## src/rtl/health_tracker.sv

```systemverilog
// health_tracker
//   Tracks hit points, post-hit invulnerability and the "dead" flag for two
//   players.  Every output is a flop, so an input sampled on edge N shows up
//   on the outputs right after edge N.
//
//   Optional feature: define HEALTH_REGEN_EN to give each player a passive
//   regeneration counter (one hp per REGEN_CYCLES quiet cycles).  Without
//   the macro no regen hardware is built.
//
//   Parameters
//     HP_MAX        starting / maximum hp per player (1-15)
//     INVULN_CYCLES length of the post-hit invulnerability window (1-255)
//     REGEN_CYCLES  quiet cycles per regen point (1-65535, regen build only)
//
//   Ports
//     Clk                in   system clock
//     Reset              in   synchronous active-high reset
//     game_reset         in   per-round reinit pulse
//     game_state[1:0]    in   00 menu, 01 playing, 10 game over
//     hit_1, hit_2       in   damage request per player
//     heal_1, heal_2     in   heal pickup per player
//     hp_1, hp_2[3:0]    out  current hit points
//     invuln_1, invuln_2 out  invulnerability window running
//     game_exit          out  player 1 has hit 0 hp (sticky until reset)
//     game_exit_2        out  player 2 has hit 0 hp (sticky until reset)
module health_tracker #(
  parameter logic [3:0] HP_MAX        = 4'd10,
  parameter int         INVULN_CYCLES = 16,
  parameter int         REGEN_CYCLES  = 64
) (
  input  logic       Clk,
  input  logic       Reset,
  input  logic       game_reset,
  input  logic [1:0] game_state,
  input  logic       hit_1,
  input  logic       hit_2,
  input  logic       heal_1,
  input  logic       heal_2,
  output logic [3:0] hp_1,
  output logic [3:0] hp_2,
  output logic       invuln_1,
  output logic       invuln_2,
  output logic       game_exit,
  output logic       game_exit_2
);

  localparam logic [1:0] GS_PLAYING = 2'b01;
  localparam logic [7:0] INV_LOAD   = INVULN_CYCLES[7:0];

  // Elaboration-time guards on the parameter ranges.
  if (HP_MAX == 4'd0) begin : g_bad_hp
    $error("health_tracker: HP_MAX must be 1-15");
  end
  if (INVULN_CYCLES < 1 || INVULN_CYCLES > 255) begin : g_bad_inv
    $error("health_tracker: INVULN_CYCLES must be 1-255");
  end
  if (REGEN_CYCLES < 1 || REGEN_CYCLES > 65535) begin : g_bad_regen
    $error("health_tracker: REGEN_CYCLES must be 1-65535");
  end

  // Index 0 = player 1, index 1 = player 2.
  logic [3:0] hp_q   [2];
  logic [3:0] hp_d   [2];
  logic [7:0] inv_q  [2];
  logic [7:0] inv_d  [2];
  logic       exit_q [2];
  logic       exit_d [2];

`ifdef HEALTH_REGEN_EN
  localparam logic [15:0] REGEN_LAST = 16'(REGEN_CYCLES - 1);
  logic [15:0] rg_q [2];
  logic [15:0] rg_d [2];
`endif

  logic [1:0] hit;
  logic [1:0] heal;
  logic [1:0] hit_acc;
  logic       playing;

  assign hit     = {hit_2, hit_1};
  assign heal    = {heal_2, heal_1};
  assign playing = (game_state == GS_PLAYING);

  always_comb begin
    hit_acc = '0;
    for (int i = 0; i < 2; i++) begin
      hp_d[i]   = hp_q[i];
      inv_d[i]  = inv_q[i];
      exit_d[i] = exit_q[i];
`ifdef HEALTH_REGEN_EN
      // Regen counter clears unless the count branch below keeps it going.
      rg_d[i]   = '0;
`endif
      if (game_reset) begin
        // Round restart wins over everything and aborts any running window.
        hp_d[i]   = HP_MAX;
        inv_d[i]  = '0;
        exit_d[i] = 1'b0;
      end else begin
        hit_acc[i] = hit[i] && playing && (inv_q[i] == 8'd0) && (hp_q[i] != 4'd0);
        // The window keeps draining even outside the playing state.
        if (inv_q[i] != 8'd0) inv_d[i] = inv_q[i] - 8'd1;

        if (hit_acc[i]) begin
          // An accepted hit swallows a same-cycle heal and any regen point.
          hp_d[i]  = hp_q[i] - 4'd1;
          inv_d[i] = INV_LOAD;
        end else if (heal[i] && playing && (hp_q[i] != 4'd0)) begin
          if (hp_q[i] < HP_MAX) hp_d[i] = hp_q[i] + 4'd1;
        end
`ifdef HEALTH_REGEN_EN
        else if (playing && (hp_q[i] != 4'd0) && (hp_q[i] < HP_MAX)) begin
          if (rg_q[i] == REGEN_LAST) begin
            hp_d[i] = hp_q[i] + 4'd1;
          end else begin
            rg_d[i] = rg_q[i] + 16'd1;
          end
        end
`endif
        // hp can only leave 0 through a reset, so the flag is sticky.
        exit_d[i] = exit_q[i] | (hp_d[i] == 4'd0);
      end
    end
  end

  always_ff @(posedge Clk) begin
    for (int i = 0; i < 2; i++) begin
      if (Reset) begin
        hp_q[i]   <= HP_MAX;
        inv_q[i]  <= '0;
        exit_q[i] <= 1'b0;
`ifdef HEALTH_REGEN_EN
        rg_q[i]   <= '0;
`endif
      end else begin
        hp_q[i]   <= hp_d[i];
        inv_q[i]  <= inv_d[i];
        exit_q[i] <= exit_d[i];
`ifdef HEALTH_REGEN_EN
        rg_q[i]   <= rg_d[i];
`endif
      end
    end
  end

  assign hp_1        = hp_q[0];
  assign hp_2        = hp_q[1];
  assign invuln_1    = (inv_q[0] != 8'd0);
  assign invuln_2    = (inv_q[1] != 8'd0);
  assign game_exit   = exit_q[0];
  assign game_exit_2 = exit_q[1];

endmodule
```

## config.mk

```make
export PLATFORM = sky130hd
export DESIGN_NAME = health_tracker
export DESIGN_NICKNAME = d
export VERILOG_FILES = /design/src/rtl/health_tracker.sv
export SDC_FILE = /design/constraint.sdc
export NUM_CORES = 1
export LEC_CHECK = 0
export BUFFER_PORTS_ARGS = -buffer_cell sky130_fd_sc_hd__buf_2
export CAP_MARGIN = 25
export CELL_PAD_IN_SITES_DETAIL_PLACEMENT = 1
export CELL_PAD_IN_SITES_GLOBAL_PLACEMENT = 2
export CORE_MARGIN = 1.5
export CORE_UTILIZATION = 37
export CTS_CLUSTER_SIZE = 30
export DETAILED_ROUTE_END_ITERATION = 10
export PLACE_DENSITY = 0.88
export SYNTH_ARGS = -nofsm -noshare
export SYNTH_HDL_FRONTEND = slang
export SYNTH_SLANG_ARGS = --single-unit
```

## constraint.sdc

```tcl
create_clock -name Clk -period 4.5 [get_ports Clk]
set_clock_uncertainty 0.2 [all_clocks]
set_input_delay 0.225 -clock Clk [delete_from_list [all_inputs] [get_ports Clk]]
set_output_delay 0.225 -clock Clk [all_outputs]
set_load 0.02 [all_outputs]
```

* Word-level counts from Yosys, hierarchy flattened
Memories as Yosys holds them, arrays and structs flattened.
Cells that the tools add are included.
** Storage, ports and cells
- Register bits :: 0
- RAM bits :: 26
- Input bits :: 9
- Output and inout port bits :: 12
- Logic and storage cells :: 65
- Memories :: 3
** Memory list
- inv_q :: words 2, bits a word 8, read ports 2, clocked after Yosys merged registers in 0, wr ports 2, line 64 : logic [7:0] inv_q [2];
- hp_q :: words 2, bits a word 4, read ports 2, clocked after Yosys merged registers in 0, wr ports 2, line 62 : logic [3:0] hp_q [2];
- exit_q :: words 2, bits a word 1, read ports 2, clocked after Yosys merged registers in 0, wr ports 2, line 66 : logic exit_q [2];
** Operators by class
- $add $sub $neg :: 6
- Magnitude comparators :: 2
- Equality and inequality tests :: 1
- Muxes and demuxes :: 27
- Bitwise gates (word level) :: 8
- Reductions and logical operators :: 18
** Operator list (count)
- two-way mux 8 bit :: 8
- two-way mux 4 bit :: 12
- logical NOT 8 bit :: 2
- nonzero test 8 bit :: 2
- subtractor 8 x 1 -> 8 bit (second input constant) :: 2
- logical AND 1 bit :: 10
- adder 4 x 1 -> 4 bit (second input constant) :: 2
- logical NOT 4 bit :: 2
- less-than comparator 4 bit (second input constant) :: 2
- bitwise OR 1 bit :: 8
- nonzero test 4 bit :: 2
- subtractor 4 x 1 -> 4 bit (second input constant) :: 2
- two-way mux 1 bit :: 7
- == test 2 x 1 -> 1 bit (second input constant) :: 1

* Longest topological paths before layout
- Depth after elaboration :: 10
- Gate-level depth with buffers :: 8
- Depth with buffers taken out :: 7

* Least setup slack after synthesis
OpenSTA, ideal clock, no wires.
- Kind :: register -> register
- Start point :: mem hp_q[0][1]
- End point :: mem exit_q[0]
- Arrival :: 2.190 ns
- Path slack :: 1.993 ns
- Cell stages (with the launch flop) :: 9
- Cells stage by stage :: dfxtp_1 -> inv_1 -> ha_1 -> or3b_1 -> buf_6 -> and4_4 -> or4_1 -> o211a_1 -> a32o_1
** RTL lines (line)
- from (decl) :: 62
- to (decl) :: 66

==> results.ini <==
[timing]
worst_slew_pin_slew_ns = 0.726
rsz0062_at_grt = no
setup_violations = 0
slew_headroom = 0.511
finalWorstSetupSlack_ns = 1.91
maxSlewViolCount = 0
min_period_ns = 2.59
fmax_ghz = 0.387
finalCritPeriodShare = 0.575
finalHoldViolCount = 0
setup_tns_ns = 0

[worst_setup_path]
worstRegToRegCells = 7
reg2reg_slack_ns = 1.91
setup.worst_path.start = hp_q[0][1]
crit_arrival_ns = 2.57
critPathRequiredTime_ns = 4.48
regToRegStartpoint = hp_q[0][1]
crit_type = flop to flop
end_kind = flop
cp_max_fo = 9
crit_path_start_kind = flop

[placement]
gp_congestion = 0.853
pre_cts_ws_ns = 1.94
dpl_cell_area_um2 = 1710
io_buffers = 20
dp_hpwl_um = 3050

[power_and_ir_drop]
power_w = 0.00114
power.internal_w = 0.000655
ir_worst_vdd_v = 0.000263
p_switching_w = 0.000489
power_frac_seq = 0.311
power_density_nw_per_um2 = 643
comb_power_share = 0.514
clockPowerShare = 0.176
leakagePower_nw = 0.739
switching_share = 0.427

[die]
io_pins = 21
die_width_um = 68.4
die_h_um = 68.4
core-area_um2 = 4060
start_util = 0.390
rows = 23
dieArea_um2 = 4680

[worst_hold_path]
hold_path_depth = 3
hold_class = input pin to flop
hold_start = Reset

[cells_and_area]
nNetsFinal = 220
fin_util = 0.438
diodes = 0
fin_area_um2 = 1780
multi_input_area_um2 = 980
layout-drive-gt1-share = 0.183
synthToLayoutAreaGrowth_pct = 12.4
fill_cells = 505
regArea_um2 = 520

[route]
num_vias = 1443
drc = 0
dr.pass1.iters = 4
viasPerCell = 5.73
wl_per_cell_um = 16.3
ant_nets = 0
wirelength_um = 4120
drtIter0Drc = 26

[synth]
synth_top_area_share = 0.329
syn_nets = 201
yosys-top-cells-count = dfxtp_1 (26), nor2_1 (18), nand2_1 (13), inv_1 (12), xnor2_1 (11)
synthTopCellsByArea = dfxtp_1 (33%), ha_1 (6.3%), xnor2_1 (6.1%), nor2_1 (4.3%), nor3_1 (3.2%)
synth_top_flop_cell = dfxtp_1
synth_most_common_cell = dfxtp_1
avgSynthCellArea_um2 = 8.60
synth_top_area_cell = dfxtp_1
async_reset_ff_frac = 0
synth.distinct_cells = 53
ys_ff_latch = 26
seq_area_frac_synth = 0.329
syn_area_um2 = 1580
yosys_warnings = 0
synthCells = 184
synth-edff-count = 0

[clock_tree]
post_cts_buffers = 0
cts_tree = built
cts_resized = 0
root_buffer = clkbuf_8
postCtsHoldBufs = 0
clock-sinks = 26
clkTransAtPathRegs_ns = 0.10
cts_buffer_depth = 2
clk_latency_ns = 0.28
cts_htree_levels = 1
cts_buffers = 3

[outcome]
status = completed

[job]
maxCapViolCount = 0

[global_routing]
antenna_found_initial = 0
grt_pass1_wl_um = 6640
grt_pass1_vias = 1445
grt_overflow = 0
grt_usage = 0.188
grt_max_degree = 16

[power by group through the flow]
stage	registers (W)	logic [W]	clock network, W
floorplan	0.000346	0.000462	0
global placement	0.000356	0.000561	0
detailed placement	0.000360	0.000584	0
CTS	0.000356	0.000593	0.000207
global route	0.000365	0.000654	0.000215
finish	0.000355	0.000588	0.000201
[logic make-up after synthesis]
kind of cell | count (synthesis) | share of synthesized area
AND/OR/NAND/NOR | 83 | 0.311
AO/OA/AOI/OAI | 33 | 0.154
flip-flops | 26 | 0.329
buffers and inverters | 18 | 0.0522
XOR/XNOR | 13 | 0.0719
adder cells (fa/ha/maj) | 8 | 0.0632
multiplexers | 3 | 0.0190
[path summary, 6_finish.rpt]
path                end
max           exit_q[0]
min          hp_q[0][3]
max reg2reg   exit_q[0]
min reg2reg   exit_q[0]
[routing by layer]
metal	up-vias	wire length (um)	part of all wire	track usage
met2	17	2080	0.51	0.331
met3	10	82	0.020	0.0428
met5	-	0	0	0
li1	716	-	-	-
met4	0	117	0.028	0.0750
met1	700	1840	0.45	0.219
[layout make-up]
cell class,instances,area share
clock buffers,3,0.0232
inverters,12,0.0253
well taps,50,0.0352
multi-input cells,140,0.551
repair buffers,20,0.0563
clock inverters,1,0.0169
flip-flops and latches,26,0.293
[critical path, stage by stage, from the launching register on]
cell     delay (ns)
dfxtp_1        0.40
inv_1          0.11
ha_1           0.18
or3b_1         0.47
and4_4         0.21
or4_1          0.52
o211a_1        0.15
a32o_1         0.24
[state kept, by name, indices dropped and copies added, names as in the netlist]
name    cells
exit_q      2
hp_q        8
inv_q      16
[per-stage QoR]
step                      hold slack (ns)  std cells
after CTS                           0.107        252
after floorplan                     0.193        184
after global placement              0.284        248
final                               0.104        252
after detailed placement            0.277        248
after global routing                0.130        252
[placed cells by master (no fill, tap or decap), types with 3 or more instances in the layout]
cell type  count
nor3b_1        4
nor4_1         4
dfxtp_1       26
o21ai_0        5
nand2_1       13
nor3_1        10
nand3_1        3
and3_1         4
inv_1         12
nand2b_1       3
ha_1           8
a21oi_1        6
nor2_1        18
clkbuf_8       3
a211oi_1       3
buf_2         20
nand4_1        5
xnor2_1       11
mux2i_1        3
No activity file was read; power rests on OpenSTA's default activity.
